### config.mk
export PLATFORM = sky130hd
export DESIGN_NAME = grayscale_frame_streamer
export DESIGN_NICKNAME = d
export VERILOG_FILES = /design/src/rtl/grayscale_frame_streamer.sv
export SDC_FILE = /design/constraint.sdc
export NUM_CORES = 1
export LEC_CHECK = 0
export CAP_MARGIN = 0
export CELL_PAD_IN_SITES_DETAIL_PLACEMENT = 0
export CELL_PAD_IN_SITES_GLOBAL_PLACEMENT = 1
export CORE_ASPECT_RATIO = 1.5
export CORE_MARGIN = 4
export CORE_UTILIZATION = 44
export DETAILED_ROUTE_END_ITERATION = 7
export MAX_ROUTING_LAYER = met4
export PLACE_DENSITY = 0.93
export SLEW_MARGIN = 40
export SYNTH_ARGS = -nofsm -noshare
export SYNTH_HDL_FRONTEND = slang
export SYNTH_SLANG_ARGS = --single-unit
### constraint.sdc
create_clock -name clk -period 5.9 [get_ports clk]
set_input_delay 1.77 -clock clk [delete_from_list [all_inputs] [get_ports clk]]
set_output_delay 1.77 -clock clk [all_outputs]
set_load 0.005 [all_outputs]
### src/rtl/grayscale_frame_streamer.sv
// Grayscale frame streamer: reads one frame of 8-bit pixels from a synchronous
// frame RAM in raster order and presents each pixel with a one-cycle done_o
// strobe. The pixel rate is set by a programmable inter-pixel gap, and hold_i
// pauses read issue without disturbing reads already in flight.
module grayscale_frame_streamer #(
    parameter int IMG_WIDTH  = 640,
    parameter int IMG_HEIGHT = 480,
    parameter int ADDR_WIDTH = 19,
    parameter int GAP        = 0
) (
    input  logic                  clk,
    input  logic                  rst,
    input  logic                  start_i,
    input  logic                  hold_i,
    output logic [ADDR_WIDTH-1:0] mem_addr_o,
    output logic                  mem_rd_o,
    input  logic [7:0]            mem_data_i,
    output logic [7:0]            grayscale_o,
    output logic                  done_o,
    output logic                  busy_o,
    output logic                  frame_done_o
);

    localparam int NPIX  = IMG_WIDTH * IMG_HEIGHT;
    localparam int GAP_W = (GAP > 0) ? $clog2(GAP + 1) : 1;

    localparam logic [ADDR_WIDTH-1:0] LAST_IDX  = ADDR_WIDTH'(NPIX - 1);
    localparam logic [ADDR_WIDTH-1:0] ADDR_ZERO = {ADDR_WIDTH{1'b0}};
    localparam logic [ADDR_WIDTH-1:0] ADDR_ONE  = ADDR_WIDTH'(1);
    localparam logic [GAP_W-1:0]      GAP_LOAD  = GAP_W'(GAP);
    localparam logic [GAP_W-1:0]      GAP_ZERO  = {GAP_W{1'b0}};
    localparam logic [GAP_W-1:0]      GAP_ONE   = GAP_W'(1);

    typedef enum logic [1:0] {
        ST_IDLE  = 2'd0,
        ST_RUN   = 2'd1,
        ST_DRAIN = 2'd2,
        ST_DONE  = 2'd3
    } state_t;

    state_t                  state_q;
    logic [ADDR_WIDTH-1:0]   pix_idx_q;
    logic [ADDR_WIDTH-1:0]   pix_idx_d;
    logic [GAP_W-1:0]        gap_q;
    logic [GAP_W-1:0]        gap_d;

    logic [ADDR_WIDTH-1:0]   mem_addr_q;
    logic                    mem_rd_q;
    logic                    vld_q;
    logic [7:0]              gray_q;
    logic                    done_q;
    logic                    busy_q;
    logic                    frame_done_q;

    logic                    launch_s;
    logic                    issue_s;
    logic [ADDR_WIDTH-1:0]   issue_idx_s;
    logic                    last_issue_s;
    logic                    drain_done_s;

    // Read-issue decision: a start in IDLE may issue pixel 0 on the same edge,
    // otherwise RUN issues whenever the gap has elapsed and hold is low.
    always_comb begin
        launch_s     = (state_q == ST_IDLE) && start_i;
        issue_idx_s  = pix_idx_q;
        if (launch_s) begin
            issue_idx_s = ADDR_ZERO;
        end else begin
            issue_idx_s = pix_idx_q;
        end
        issue_s      = !hold_i && (launch_s || ((state_q == ST_RUN) && (gap_q == GAP_ZERO)));
        last_issue_s = issue_s && (issue_idx_s == LAST_IDX);
        // The last strobe is on done_o with nothing left in the read pipe.
        drain_done_s = done_q && !vld_q && !mem_rd_q;
    end

    // Next values of the pixel index and gap counters.
    always_comb begin
        pix_idx_d = pix_idx_q;
        gap_d     = gap_q;
        if (issue_s) begin
            gap_d = GAP_LOAD;
            if (issue_idx_s == LAST_IDX) begin
                pix_idx_d = issue_idx_s;
            end else begin
                pix_idx_d = issue_idx_s + ADDR_ONE;
            end
        end else if (launch_s) begin
            gap_d     = GAP_ZERO;
            pix_idx_d = ADDR_ZERO;
        end else begin
            pix_idx_d = pix_idx_q;
            // The gap counter keeps running during hold so a hold never
            // stretches or shortens the programmed spacing.
            if (gap_q != GAP_ZERO) begin
                gap_d = gap_q - GAP_ONE;
            end else begin
                gap_d = gap_q;
            end
        end
    end

    // Pixel index and gap counter registers.
    always_ff @(posedge clk or posedge rst) begin
        if (rst) begin
            pix_idx_q <= ADDR_ZERO;
            gap_q     <= GAP_ZERO;
        end else begin
            pix_idx_q <= pix_idx_d;
            gap_q     <= gap_d;
        end
    end

    // Read port and pixel pipeline: rd at t, data valid at t+1, strobe at t+2.
    always_ff @(posedge clk or posedge rst) begin
        if (rst) begin
            mem_addr_q <= ADDR_ZERO;
            mem_rd_q   <= 1'b0;
            vld_q      <= 1'b0;
            done_q     <= 1'b0;
            gray_q     <= 8'd0;
        end else begin
            mem_rd_q <= issue_s;
            if (issue_s) begin
                mem_addr_q <= issue_idx_s;
            end else begin
                mem_addr_q <= mem_addr_q;
            end
            vld_q  <= mem_rd_q;
            done_q <= vld_q;
            if (vld_q) begin
                gray_q <= mem_data_i;
            end else begin
                gray_q <= gray_q;
            end
        end
    end

    // Frame sequencing FSM with registered busy and end-of-frame pulse.
    always_ff @(posedge clk or posedge rst) begin
        if (rst) begin
            state_q      <= ST_IDLE;
            busy_q       <= 1'b0;
            frame_done_q <= 1'b0;
        end else begin
            frame_done_q <= 1'b0;
            case (state_q)
                ST_IDLE: begin
                    if (launch_s) begin
                        busy_q <= 1'b1;
                        if (last_issue_s) begin
                            state_q <= ST_DRAIN;
                        end else begin
                            state_q <= ST_RUN;
                        end
                    end else begin
                        busy_q  <= 1'b0;
                        state_q <= ST_IDLE;
                    end
                end
                ST_RUN: begin
                    busy_q <= 1'b1;
                    if (last_issue_s) begin
                        state_q <= ST_DRAIN;
                    end else begin
                        state_q <= ST_RUN;
                    end
                end
                ST_DRAIN: begin
                    busy_q <= 1'b1;
                    if (drain_done_s) begin
                        state_q      <= ST_DONE;
                        frame_done_q <= 1'b1;
                    end else begin
                        state_q <= ST_DRAIN;
                    end
                end
                ST_DONE: begin
                    // start_i is deliberately not looked at here.
                    busy_q  <= 1'b0;
                    state_q <= ST_IDLE;
                end
                default: begin
                    busy_q  <= 1'b0;
                    state_q <= ST_IDLE;
                end
            endcase
        end
    end

    assign mem_addr_o   = mem_addr_q;
    assign mem_rd_o     = mem_rd_q;
    assign grayscale_o  = gray_q;
    assign done_o       = done_q;
    assign busy_o       = busy_q;
    assign frame_done_o = frame_done_q;

endmodule

==> results.yml <==
power_and_ir_drop:
  p_sw_share_pct: 20.0
  p_clk_share_pct: 40.4
  power_density_nw_per_um2: 213
  pwr-share-seq_pct: 57.2
  p_leak_uw: 0.00130
  ir_worst_vdd_uv: 105
  p_comb_share_pct: 2.3
  netSwitchingPower_uw: 126
  internal_power_uw: 507
floorplan:
  coreArea_sq_um: 5200
  fp.dieW_um: 68.0
  initial_utilization_pct: 45.7
  dieArea_sq_um: 6670
  die_y_um: 98.1
  num_io_pins: 43
  rows: 32
sta:
  slew_headroom_pct: 55.4
  fin_crit_sh_pct: 64.4
  fmax_mhz: 263
  rsz0062_at_grt: "false"
  worstMarginPinSlew_ns: 0.670
  post-route-min-period_ns: 3.80
  fin_tns_setup_ns: 0
  setup_viol_count_final: 0
  hold_viol: 0
  finalMaxSlewViolations: 0
  clock_skew_ns: 0.0104
synthesis:
  synth-edff-count: 0
  ys_types: 43
  synth_fp_nets: 236
  synth.yosys.seq_area_share_pct: 55.7
  synth_top_area_share_pct: 55.7
  syn_area_per_cell_sq_um: 10.9
  ys.flop_type: "dfrtp_1"
  async_flop_share_pct: 100
  yosys_warnings: 0
  synth.cell_area_sq_um: 2380
  yosys.area.top_type: "dfrtp_1"
  yosys-top-cells-area: "dfrtp_1 (56%), nand2_1 (6.2%), mux2_2 (4.7%)"
  synth_cells: 219
  yosys_register_bits: 53
layout:
  layout.nets: 278
  drive_above_1_share_pct: 12.6
  fillers: 464
  antennaDiodeCount: 0
  fin_cells: 330
  area_growth_syn_to_layout_pct: 25.1
  final_area_sq_um: 2980
  final_cell_mix: "dfrtp_1 (53), clkdlybuf4s50_1 (42), nand2_1 (39), o21ai_0 (18), mux2_2 (10)"
  layout_commonest_cell: "dfrtp_1"
placed_design:
  place.detailed.hpwl_mm: 3.28
  placed_cell_area_sq_um: 2860
  port_buffers: 42
  dp_cells: 322
  gp_congestion: 0.870
cts:
  cts_tree: "built"
  cts_resized: 0
  clkTransAtPathRegs_ns: 0.10
  cts_buffer_depth: 2
  root_buffer: "clkbuf_8"
  clock_sinks: 53
  hold_buffers: 0
  cts_buffers: 5
  htree_num_levels: 2
  insertion_delay_ns: 0.31
  post_cts_buffers: 0
global_routing:
  grt_pass1_vias: 1734
  grt_pass1_wl_mm: 7.90
  gr-usage-all-layers_pct: 15.6
  grt_start_max_net_pins: 54
  gr-total-overflow: 0
  antenna_found_initial: 0
critical_path:
  cp-startpoint: "start_i"
  critical_path_class: "in2reg"
  rrSetupSlack_ns: 3.31
  reg2reg_from: "state_q[0]"
  required_ns: 6.10
  worstSetupStartpointType: "input pin"
  crit_path_end_kind: "flop"
  endpoint: "pix_idx_q[1]"
  reg2regPathDepth: 10
  rr_endpoint: "pix_idx_q[1]"
  critPathMaxFanout: 26
  cp.arrival_ns: 4.00
routing:
  vias_per_cell: 5.14
  ant_nets: 0
  dr.pass1.iters: 4
  finalWirelength_mm: 4.68
  num_vias: 1695
  drtIter0Drc: 94
  drc: 0
  wl_per_cell_um: 14.2
worst_hold_path:
  worstHoldPathType: "reg2reg"
  hp-start: "mem_rd_o"
outcome:
  status: "finished clean"
job:
  maxCapViolations: 0
-- registers in the layout, indices dropped and copies added (netlist names) --
signal / cells
mem_addr_o: 19
pix_idx_q: 19
grayscale_o: 8
state_q: 2
busy_o: 1
done_o: 1
frame_done_o: 1
mem_rd_o: 1
vld_q: 1
-- cell usage after synthesis, types with 5 or more instances --
library cell   n
clkbuf_1       6
nand3_1        7
o21ai_0       18
nand2_1       39
nand4_1        6
ha_1           5
xor2_1         5
mux2_2        10
dfrtp_1       53
xnor2_1        7
nor2_1         9
inv_1          9
-- how the worst min path moves through the flow --
stage	endpoint	slack [ns]	cells after the start
after CTS	vld_q	0.42	0
after floorplan	done_o	0.35	0
final	vld_q	0.41	0
after global placement	vld_q	0.40	0
after global routing	vld_q	0.44	0
after detailed placement	vld_q	0.39	0
-- cell type report --
class	count	area, sq um	area share (%)
Clock buffer	6	82.6	2.77
Multi-Input combinational cell	149	981	33.0
Timing Repair Buffer	43	428	14.4
Clock inverter	2	37.5	1.26
Sequential cell	53	1330	44.6
Inverter	9	36.3	1.22
Tap cell	68	85.1	2.86
-- metal layers --
metal	wire, um	GRT usage, %
met1	2080	18.9
met2	2360	25.0
met5	0	-
met4	83	7.04
met3	159	2.53
-- through the flow --
step	total power, uW	hold WS (ns)	worst slack, ns	util [%]
global placement	385	0.397	1.84	54.8
global route	655	0.444	1.94	57.2
floorplan	376	0.352	2.33	-
detailed placement	385	0.393	1.82	54.9
CTS	639	0.417	2.12	57.2
finish	634	0.412	2.10	57.2
-- worst max-delay path: stages --
cell,delay (ns)
clkdlybuf4s50_1,0.46
nand2_1,0.08
buf_4,0.26
and2_1,0.21
ha_1,0.17
and3_1,0.21
nor4b_4,0.36
a21oi_2,0.14
mux2_1,0.34
-- kinds of logic (layout without fill, tap and decap cells) --
| logic type | count (synthesis) | count (layout) | synth area share (%) |
|---|---|---|---|
| buffers and inverters | 17 | 60 | 3.05 |
| AND/OR/NAND/NOR | 86 | 86 | 19.5 |
| AO/OA/AOI/OAI | 32 | 32 | 8.20 |
| multiplexers | 14 | 14 | 6.47 |
| XOR/XNOR | 12 | 12 | 4.42 |
| adder cells (fa/ha/maj) | 5 | 5 | 2.63 |
| flip-flops | 53 | 53 | 55.7 |
-- power groups by stage --
stage                     registers, uW  logic (uW)  clock network, uW
final                               363        14.7                256
after global routing                363        16.8                276
after CTS                           363        15.3                261
after detailed placement            370        15.3                  0
after global placement              370        14.9                  0
after floorplan                     370        5.39                  0
No activity file was read; power rests on OpenSTA's default activity.
